## src/rtl/seg7_anim_sequencer_if.sv

```systemverilog
// rtl/seg7_anim_sequencer_if.sv - button/table inputs and display outputs of seg7_anim_sequencer
interface seg7_anim_sequencer_if #(
  parameter int NUM_DIGITS = 4,
  parameter int NUM_ANIM   = 34,
  parameter int FRAME_W    = 6,
  parameter int TICK_W     = 25
);
  localparam int ANIM_W = (NUM_ANIM > 1) ? $clog2(NUM_ANIM) : 1;
  localparam int SCAN_W = (NUM_DIGITS > 1) ? $clog2(NUM_DIGITS) : 1;

  logic                  anim_inc;
  logic                  anim_dec;
  logic                  speed_up;
  logic                  speed_dn;
  logic                  pause;
  logic                  step;
  logic                  mode;
  logic [FRAME_W-1:0]    frame_limit;
  logic [ANIM_W-1:0]     anim;
  logic [FRAME_W-1:0]    frame;
  logic                  frame_tick;
  logic [TICK_W-1:0]     period;
  logic [SCAN_W-1:0]     scan_idx;
  logic [NUM_DIGITS-1:0] dig_en;

  modport master (
    output anim_inc, anim_dec, speed_up, speed_dn, pause, step, mode, frame_limit,
    input  anim, frame, frame_tick, period, scan_idx, dig_en
  );

  modport slave (
    input  anim_inc, anim_dec, speed_up, speed_dn, pause, step, mode, frame_limit,
    output anim, frame, frame_tick, period, scan_idx, dig_en
  );
endinterface

```

## src/rtl/seg7_anim_sequencer.sv

```systemverilog
// rtl/seg7_anim_sequencer.sv - multi-digit seven-segment animation sequencer (anim/frame/speed/scan)
// Optional ping-pong playback: define SEG7_ANIM_PINGPONG_EN.
module seg7_anim_sequencer #(
  parameter int NUM_DIGITS    = 4,
  parameter int NUM_ANIM      = 34,
  parameter int FRAME_W       = 6,
  parameter int TICK_W        = 25,
  parameter int SPEED_DEFAULT = 10_000_000,
  parameter int SPEED_MIN     = 1_000_000,
  parameter int SPEED_MAX     = 20_000_000,
  parameter int SPEED_STEP    = 1_000_000,
  parameter int SCAN_DIV      = 10_000
) (
  input logic                  clk,
  input logic                  rst_n,
  seg7_anim_sequencer_if.slave bus
);
  localparam int ANIM_W = (NUM_ANIM > 1) ? $clog2(NUM_ANIM) : 1;
  localparam int SCAN_W = (NUM_DIGITS > 1) ? $clog2(NUM_DIGITS) : 1;
  localparam int DIV_W  = (SCAN_DIV > 1) ? $clog2(SCAN_DIV) : 1;

  localparam logic [ANIM_W-1:0] ANIM_LAST = ANIM_W'(NUM_ANIM - 1);
  localparam logic [SCAN_W-1:0] SCAN_LAST = SCAN_W'(NUM_DIGITS - 1);
  localparam logic [DIV_W-1:0]  DIV_LAST  = DIV_W'(SCAN_DIV - 1);
  localparam logic [TICK_W:0]   MIN_X     = (TICK_W + 1)'(SPEED_MIN);
  localparam logic [TICK_W:0]   MAX_X     = (TICK_W + 1)'(SPEED_MAX);
  localparam logic [TICK_W:0]   STEP_X    = (TICK_W + 1)'(SPEED_STEP);

  logic [TICK_W-1:0]  cnt;
  logic [DIV_W-1:0]   div;
  logic               adv;
  logic               anim_chg;
  logic [ANIM_W-1:0]  anim_next;
  logic [FRAME_W-1:0] frame_adv;
  logic [TICK_W:0]    per_up;
  logic [TICK_W:0]    per_dn;
  logic [SCAN_W-1:0]  scan_next;
  logic               unused_bits;

`ifdef SEG7_ANIM_PINGPONG_EN
  logic dir_dn;
  assign unused_bits = per_up[TICK_W] ^ per_dn[TICK_W];
`else
  assign unused_bits = per_up[TICK_W] ^ per_dn[TICK_W] ^ bus.mode;
`endif

  assign anim_chg       = bus.anim_inc ^ bus.anim_dec;
  assign adv            = bus.pause ? bus.step : (cnt >= bus.period);
  assign bus.frame_tick = adv & ~anim_chg;
  assign scan_next      = (bus.scan_idx == SCAN_LAST) ? '0 : bus.scan_idx + 1'b1;

  // Widened arithmetic keeps the clamps honest near zero and near 2^TICK_W.
  assign per_up = ({1'b0, bus.period} < MIN_X + STEP_X) ? MIN_X : {1'b0, bus.period} - STEP_X;
  assign per_dn = ({1'b0, bus.period} + STEP_X > MAX_X) ? MAX_X : {1'b0, bus.period} + STEP_X;

  always_comb begin
    if (bus.anim_inc) anim_next = (bus.anim == ANIM_LAST) ? '0 : bus.anim + 1'b1;
    else              anim_next = (bus.anim == '0) ? ANIM_LAST : bus.anim - 1'b1;
  end

  always_comb begin
    frame_adv = (bus.frame >= bus.frame_limit) ? '0 : bus.frame + 1'b1;
`ifdef SEG7_ANIM_PINGPONG_EN
    if (bus.mode) begin
      if (!dir_dn)
        frame_adv = (bus.frame < bus.frame_limit) ? bus.frame + 1'b1 :
                    (bus.frame_limit == '0) ? '0 : bus.frame_limit - 1'b1;
      else
        frame_adv = (bus.frame != '0) ? bus.frame - 1'b1 :
                    (bus.frame_limit == '0) ? '0 : FRAME_W'(1);
    end
`endif
  end

  always_ff @(posedge clk or negedge rst_n) begin
    if (!rst_n) begin
      bus.anim     <= '0;
      bus.frame    <= '0;
      bus.period   <= TICK_W'(SPEED_DEFAULT);
      bus.scan_idx <= '0;
      bus.dig_en   <= NUM_DIGITS'(1);
      cnt          <= '0;
      div          <= '0;
`ifdef SEG7_ANIM_PINGPONG_EN
      dir_dn       <= 1'b0;
`endif
    end else begin
      if (anim_chg) begin
        bus.anim  <= anim_next;
        bus.frame <= '0;
        cnt       <= '0;
      end else begin
        if (!bus.pause) cnt <= (cnt >= bus.period) ? '0 : cnt + 1'b1;
        if (adv) bus.frame <= frame_adv;
      end
`ifdef SEG7_ANIM_PINGPONG_EN
      if (anim_chg || !bus.mode)
        dir_dn <= 1'b0;
      else if (adv && !dir_dn && bus.frame >= bus.frame_limit)
        dir_dn <= 1'b1;
      else if (adv && dir_dn && bus.frame == '0)
        dir_dn <= 1'b0;
`endif
      if (bus.speed_up ^ bus.speed_dn)
        bus.period <= bus.speed_up ? per_up[TICK_W-1:0] : per_dn[TICK_W-1:0];
      // The scan free-runs; nothing but reset touches it.
      if (div == DIV_LAST) begin
        div          <= '0;
        bus.scan_idx <= scan_next;
        bus.dig_en   <= NUM_DIGITS'(1) << scan_next;
      end else begin
        div <= div + 1'b1;
      end
    end
  end
endmodule

```

## src/flat_wrapper.sv

```systemverilog
// flat-port wrapper written by rule: the top's interface ports become plain ports
module seg7_anim_sequencer_flat 
#(
  parameter int NUM_DIGITS    = 4,
  parameter int NUM_ANIM      = 34,
  parameter int FRAME_W       = 6,
  parameter int TICK_W        = 25,
  parameter int SPEED_DEFAULT = 10_000_000,
  parameter int SPEED_MIN     = 1_000_000,
  parameter int SPEED_MAX     = 20_000_000,
  parameter int SPEED_STEP    = 1_000_000,
  parameter int SCAN_DIV      = 10_000
)
  (clk, rst_n, bus_anim_inc, bus_anim_dec, bus_speed_up, bus_speed_dn, bus_pause, bus_step, bus_mode, bus_frame_limit, bus_anim, bus_frame, bus_frame_tick, bus_period, bus_scan_idx, bus_dig_en);
  seg7_anim_sequencer_if #(.NUM_DIGITS(NUM_DIGITS), .NUM_ANIM(NUM_ANIM), .FRAME_W(FRAME_W), .TICK_W(TICK_W)) bus_i ();
  input logic clk;
  input logic rst_n;
  input wire logic [$bits(bus_i.anim_inc)-1:0] bus_anim_inc;
  input wire logic [$bits(bus_i.anim_dec)-1:0] bus_anim_dec;
  input wire logic [$bits(bus_i.speed_up)-1:0] bus_speed_up;
  input wire logic [$bits(bus_i.speed_dn)-1:0] bus_speed_dn;
  input wire logic [$bits(bus_i.pause)-1:0] bus_pause;
  input wire logic [$bits(bus_i.step)-1:0] bus_step;
  input wire logic [$bits(bus_i.mode)-1:0] bus_mode;
  input wire logic [$bits(bus_i.frame_limit)-1:0] bus_frame_limit;
  output wire logic [$bits(bus_i.anim)-1:0] bus_anim;
  output wire logic [$bits(bus_i.frame)-1:0] bus_frame;
  output wire logic [$bits(bus_i.frame_tick)-1:0] bus_frame_tick;
  output wire logic [$bits(bus_i.period)-1:0] bus_period;
  output wire logic [$bits(bus_i.scan_idx)-1:0] bus_scan_idx;
  output wire logic [$bits(bus_i.dig_en)-1:0] bus_dig_en;
  assign bus_i.anim_inc = bus_anim_inc;
  assign bus_i.anim_dec = bus_anim_dec;
  assign bus_i.speed_up = bus_speed_up;
  assign bus_i.speed_dn = bus_speed_dn;
  assign bus_i.pause = bus_pause;
  assign bus_i.step = bus_step;
  assign bus_i.mode = bus_mode;
  assign bus_i.frame_limit = bus_frame_limit;
  assign bus_anim = bus_i.anim;
  assign bus_frame = bus_i.frame;
  assign bus_frame_tick = bus_i.frame_tick;
  assign bus_period = bus_i.period;
  assign bus_scan_idx = bus_i.scan_idx;
  assign bus_dig_en = bus_i.dig_en;
  seg7_anim_sequencer #(.NUM_DIGITS(NUM_DIGITS), .NUM_ANIM(NUM_ANIM), .FRAME_W(FRAME_W), .TICK_W(TICK_W), .SPEED_DEFAULT(SPEED_DEFAULT), .SPEED_MIN(SPEED_MIN), .SPEED_MAX(SPEED_MAX), .SPEED_STEP(SPEED_STEP), .SCAN_DIV(SCAN_DIV)) u_core (.clk(clk), .rst_n(rst_n), .bus(bus_i));
endmodule
```

## config.mk

```make
export PLATFORM = sky130hd
export DESIGN_NAME = seg7_anim_sequencer_flat
export DESIGN_NICKNAME = d
export VERILOG_FILES = /design/src/rtl/seg7_anim_sequencer_if.sv /design/src/rtl/seg7_anim_sequencer.sv /design/src/flat_wrapper.sv
export SDC_FILE = /design/constraint.sdc
export NUM_CORES = 1
export LEC_CHECK = 0
export CORE_MARGIN = 2
export CORE_UTILIZATION = 35
export DETAILED_ROUTE_END_ITERATION = 6
export MAX_ROUTING_LAYER = met4
export PLACE_DENSITY_LB_ADDON = 0.25
export SLEW_MARGIN = 20
export SYNTH_ARGS = -nofsm -noshare
export SYNTH_HDL_FRONTEND = slang
export SYNTH_SLANG_ARGS = --single-unit
```

## constraint.sdc

```tcl
create_clock -name clk -period 2.8 [get_ports clk]
set_input_delay 0.56 -clock clk [delete_from_list [all_inputs] [get_ports clk]]
set_output_delay 0.56 -clock clk [all_outputs]
set_load 0.01 [all_outputs]
```

==> results.json <==
{
  "antenna_found_initial": 0,
  "async_flop_share": 1.00,
  "cts_inserted_buffers": 9,
  "slew_violations": 0,
  "die_w_um": 135,
  "route.met2.wl_um": 9740,
  "final_layout_size_suffix_gt1_frac": 0.276,
  "routed_wl_um": 20400,
  "grtUsageTotal": 0.223,
  "io_buffers": 51,
  "synthCells": 721,
  "ys_seq_elements": 76,
  "overflow": 0,
  "yosys.area.top_type_share": 0.280,
  "met1_length_um": 8700,
  "reg2reg_from": "u_core.bus.period[7]",
  "synthFlopType": "dfrtp_1",
  "leakagePower_nw": 3.75,
  "rsz0062_at_grt": "yes",
  "holdBufCountCts": 0,
  "dr_wl_met3_um": 1270,
  "fin_worst_skew_ns": 0.0132,
  "yosysWarnings": 0,
  "ant_nets": 0,
  "synth_edf_count": 0,
  "path_clk_slew_ns": 0.06,
  "drt_pass1_iterations": 5,
  "violations": "negative setup slack",
  "clock-sinks": 76,
  "vias": 6487,
  "synth_area_per_cell_sq_um": 8.32,
  "gp_congestion": 0.913,
  "ys_seq_area_frac": 0.319,
  "drc": 0,
  "fin_ws_ns": -0.208,
  "cp-startpoint": "u_core.bus.period[7]",
  "fin_crit_ns": 3.01,
  "hold_class": "in -> async",
  "worstSetupPathType": "reg -> out",
  "top_layer_used": "met4",
  "area_delta_synth_final_pct": 43.2,
  "final_core_utilization": 0.516,
  "grt_pass1_vias": 6226,
  "grt_first_pass_wirelength_um": 31500,
  "critPathLaunchType": "flop",
  "vias_per_cell": 5.76,
  "die_h_um": 135,
  "hold_viol_final": 0,
  "ir_worst_vdd_v": 0.000471,
  "grt_max_degree": 48,
  "worst_ep_required_time_ns": 2.24,
  "cts_max_level": 3,
  "fill_cells": 1504,
  "antenna_cells": 0,
  "clk_latency_ns": 0.35,
  "crit_arrival_ns": 2.45,
  "cap_viol_max_count": 0,
  "final.setup.tns_ns": -0.679,
  "syn-cell-area_sq_um": 6000,
  "crit_path_max_fanout": 2,
  "cts_buffer_depth": 2,
  "rows": 47,
  "worst_pin_slew_ns": 0.780,
  "synthTopCellsByArea": "dfrtp_1 (28%), ha_1 (8.6%), a31oi_1 (5.1%)",
  "synth_top_cell_by_area": "dfrtp_1",
  "synth_cell_types": 77,
  "io_pins": 59,
  "cts_tree": "yes",
  "nets": 957,
  "design.core.area_sq_um": 16600,
  "worst_setup_path_end_kind": "output pin",
  "drtIter0Drc": 464,
  "initial_core_util": 0.360,
  "outcome": "complete, but fails checks",
  "die_area_sq_um": 18200,
  "clock.fmax_mhz": 332,
  "avgRoutedWirePerCell_um": 18.1,
  "fin_crit_sh": 1.07,
  "maxSlewHeadroom": 0.478,
  "p_per_area_nw_per_um2": 875,
  "setup_violations": 10,
  "cts_root_buffer": "clkbuf_16",
  "hpwlAfterDp_um": 14500
}
==> final timing paths <==
| kind | slack [ns] | depth (start not counted) | endpoint |
|---|---|---|---|
| max in group asynchronous | 1.90 | 2 | u_core.bus.dig_en[0] |
| min in group clk | 0.47 | 2 | u_core.bus.dig_en[0] |
| hold / removal | 0.24 | 1 | u_core.bus.period[8] |
| setup reg to reg | -0.11 | 13 | u_core.bus.period[12] |
| setup / recovery | -0.21 | 11 | bus_frame_tick |
| hold reg to reg | 0.47 | 2 | u_core.bus.dig_en[0] |
==> cell usage after synthesis, types with 4 or more instances <==
cell type,number
and3_1,20
o211ai_1,7
o22ai_1,12
inv_1,43
xor2_1,8
or3_1,5
buf_6,4
and2_1,7
o21a_1,7
clkbuf_1,22
o2111ai_1,5
nor2_1,42
nand2_1,61
o21ai_0,37
buf_4,9
buf_2,7
dfrtp_1,67
o31ai_1,6
xnor2_1,19
nand3b_1,5
a31oi_1,49
a211oi_1,8
nor4_1,9
ha_1,41
dfstp_2,9
nand4b_1,11
nand4_1,12
nor2b_1,5
nand3_1,37
a21oi_1,40
nor3_1,22
a21o_1,10
nand2b_1,6
==> sequential cells by signal, indices dropped and copies added, names as in the netlist <==
signal               count
u_core.div              14
u_core.bus.scan_idx      2
u_core.bus.period       19
u_core.cnt              25
u_core.bus.dig_en        4
u_core.bus.frame         6
u_core.bus.anim          6
==> power by group <==
group	switching [mW]	internal (mW)	total (mW)
combinational	2.45	2.18	4.63
sequential	0.165	1.32	1.48
clock	0.507	0.896	1.40
==> critical path: stages (launching register included) <==
cell      delay [ns]
dfstp_2         0.53
inv_2           0.05
ha_4            0.26
buf_6           0.08
nand4b_1        0.17
nor4_4          0.30
a221o_1         0.20
a21oi_2         0.07
o22ai_2         0.13
nor2_2          0.07
nor2_2          0.11
buf_2           0.14
==> routing by layer <==
metal / track usage / up-vias
met5: - / -
met2: 0.364 / 248
met4: 0.0801 / 0
li1: - / 3046
met3: 0.0383 / 59
met1: 0.280 / 3134
==> layout make-up <==
| cell class | instances | area (sq um) | area share |
|---|---|---|---|
| clock buffer | 10 | 239 | 0.0278 |
| clock inverter | 6 | 111 | 0.0130 |
| inverter | 46 | 173 | 0.0201 |
| multi-input combinational | 560 | 4070 | 0.474 |
| sequential | 76 | 1910 | 0.223 |
| tap | 220 | 275 | 0.0321 |
| timing repair buffer | 208 | 1810 | 0.210 |
==> cell usage in the layout, fill, tap and decap left out, types with 20 or more instances in the layout <==
master and instances:
inv_1 39, a31oi_1 49, nand3_1 36, nor3_1 20, and3_1 20, nand2_1 59
dfrtp_1 67, buf_4 142, clkdlybuf4s50_1 49, o21ai_0 32, ha_1 33, nor2_1 38
a21oi_1 36
==> per-stage QoR <==
step	setup WS (ns)	hold WS (ns)	power, mW	instance area, sq um	instances
after global placement	-0.387	0.447	5.42	7610	1088
after floorplan	0.0123	0.264	3.65	6020	726
after global routing	-0.320	0.283	7.96	8580	1126
after detailed placement	-0.378	0.467	5.47	7610	1088
after CTS	-0.237	0.266	7.14	8210	1111
final	-0.208	0.240	7.52	8580	1126
==> timing repair <==
item | CTS | global route
setup endpoints to repair | 19 | 43
gates cloned | 0 | 4
setup buffers | 7 | 14
pin swaps | 19 | 15
gates resized for setup | 41 | 38
==> cells by family after synthesis <==
group                      share of synthesized area
other                                       0.000625
buffers and inverters                         0.0684
xor gates and xnor gates                      0.0394
adders and majority gates                     0.0856
muxes                                        0.00876
and+or+nand+nor                                0.224
AOI/OAI and AO/OA                              0.254
DFF                                            0.319
Note: power is estimated with default switching activity, not from simulation.
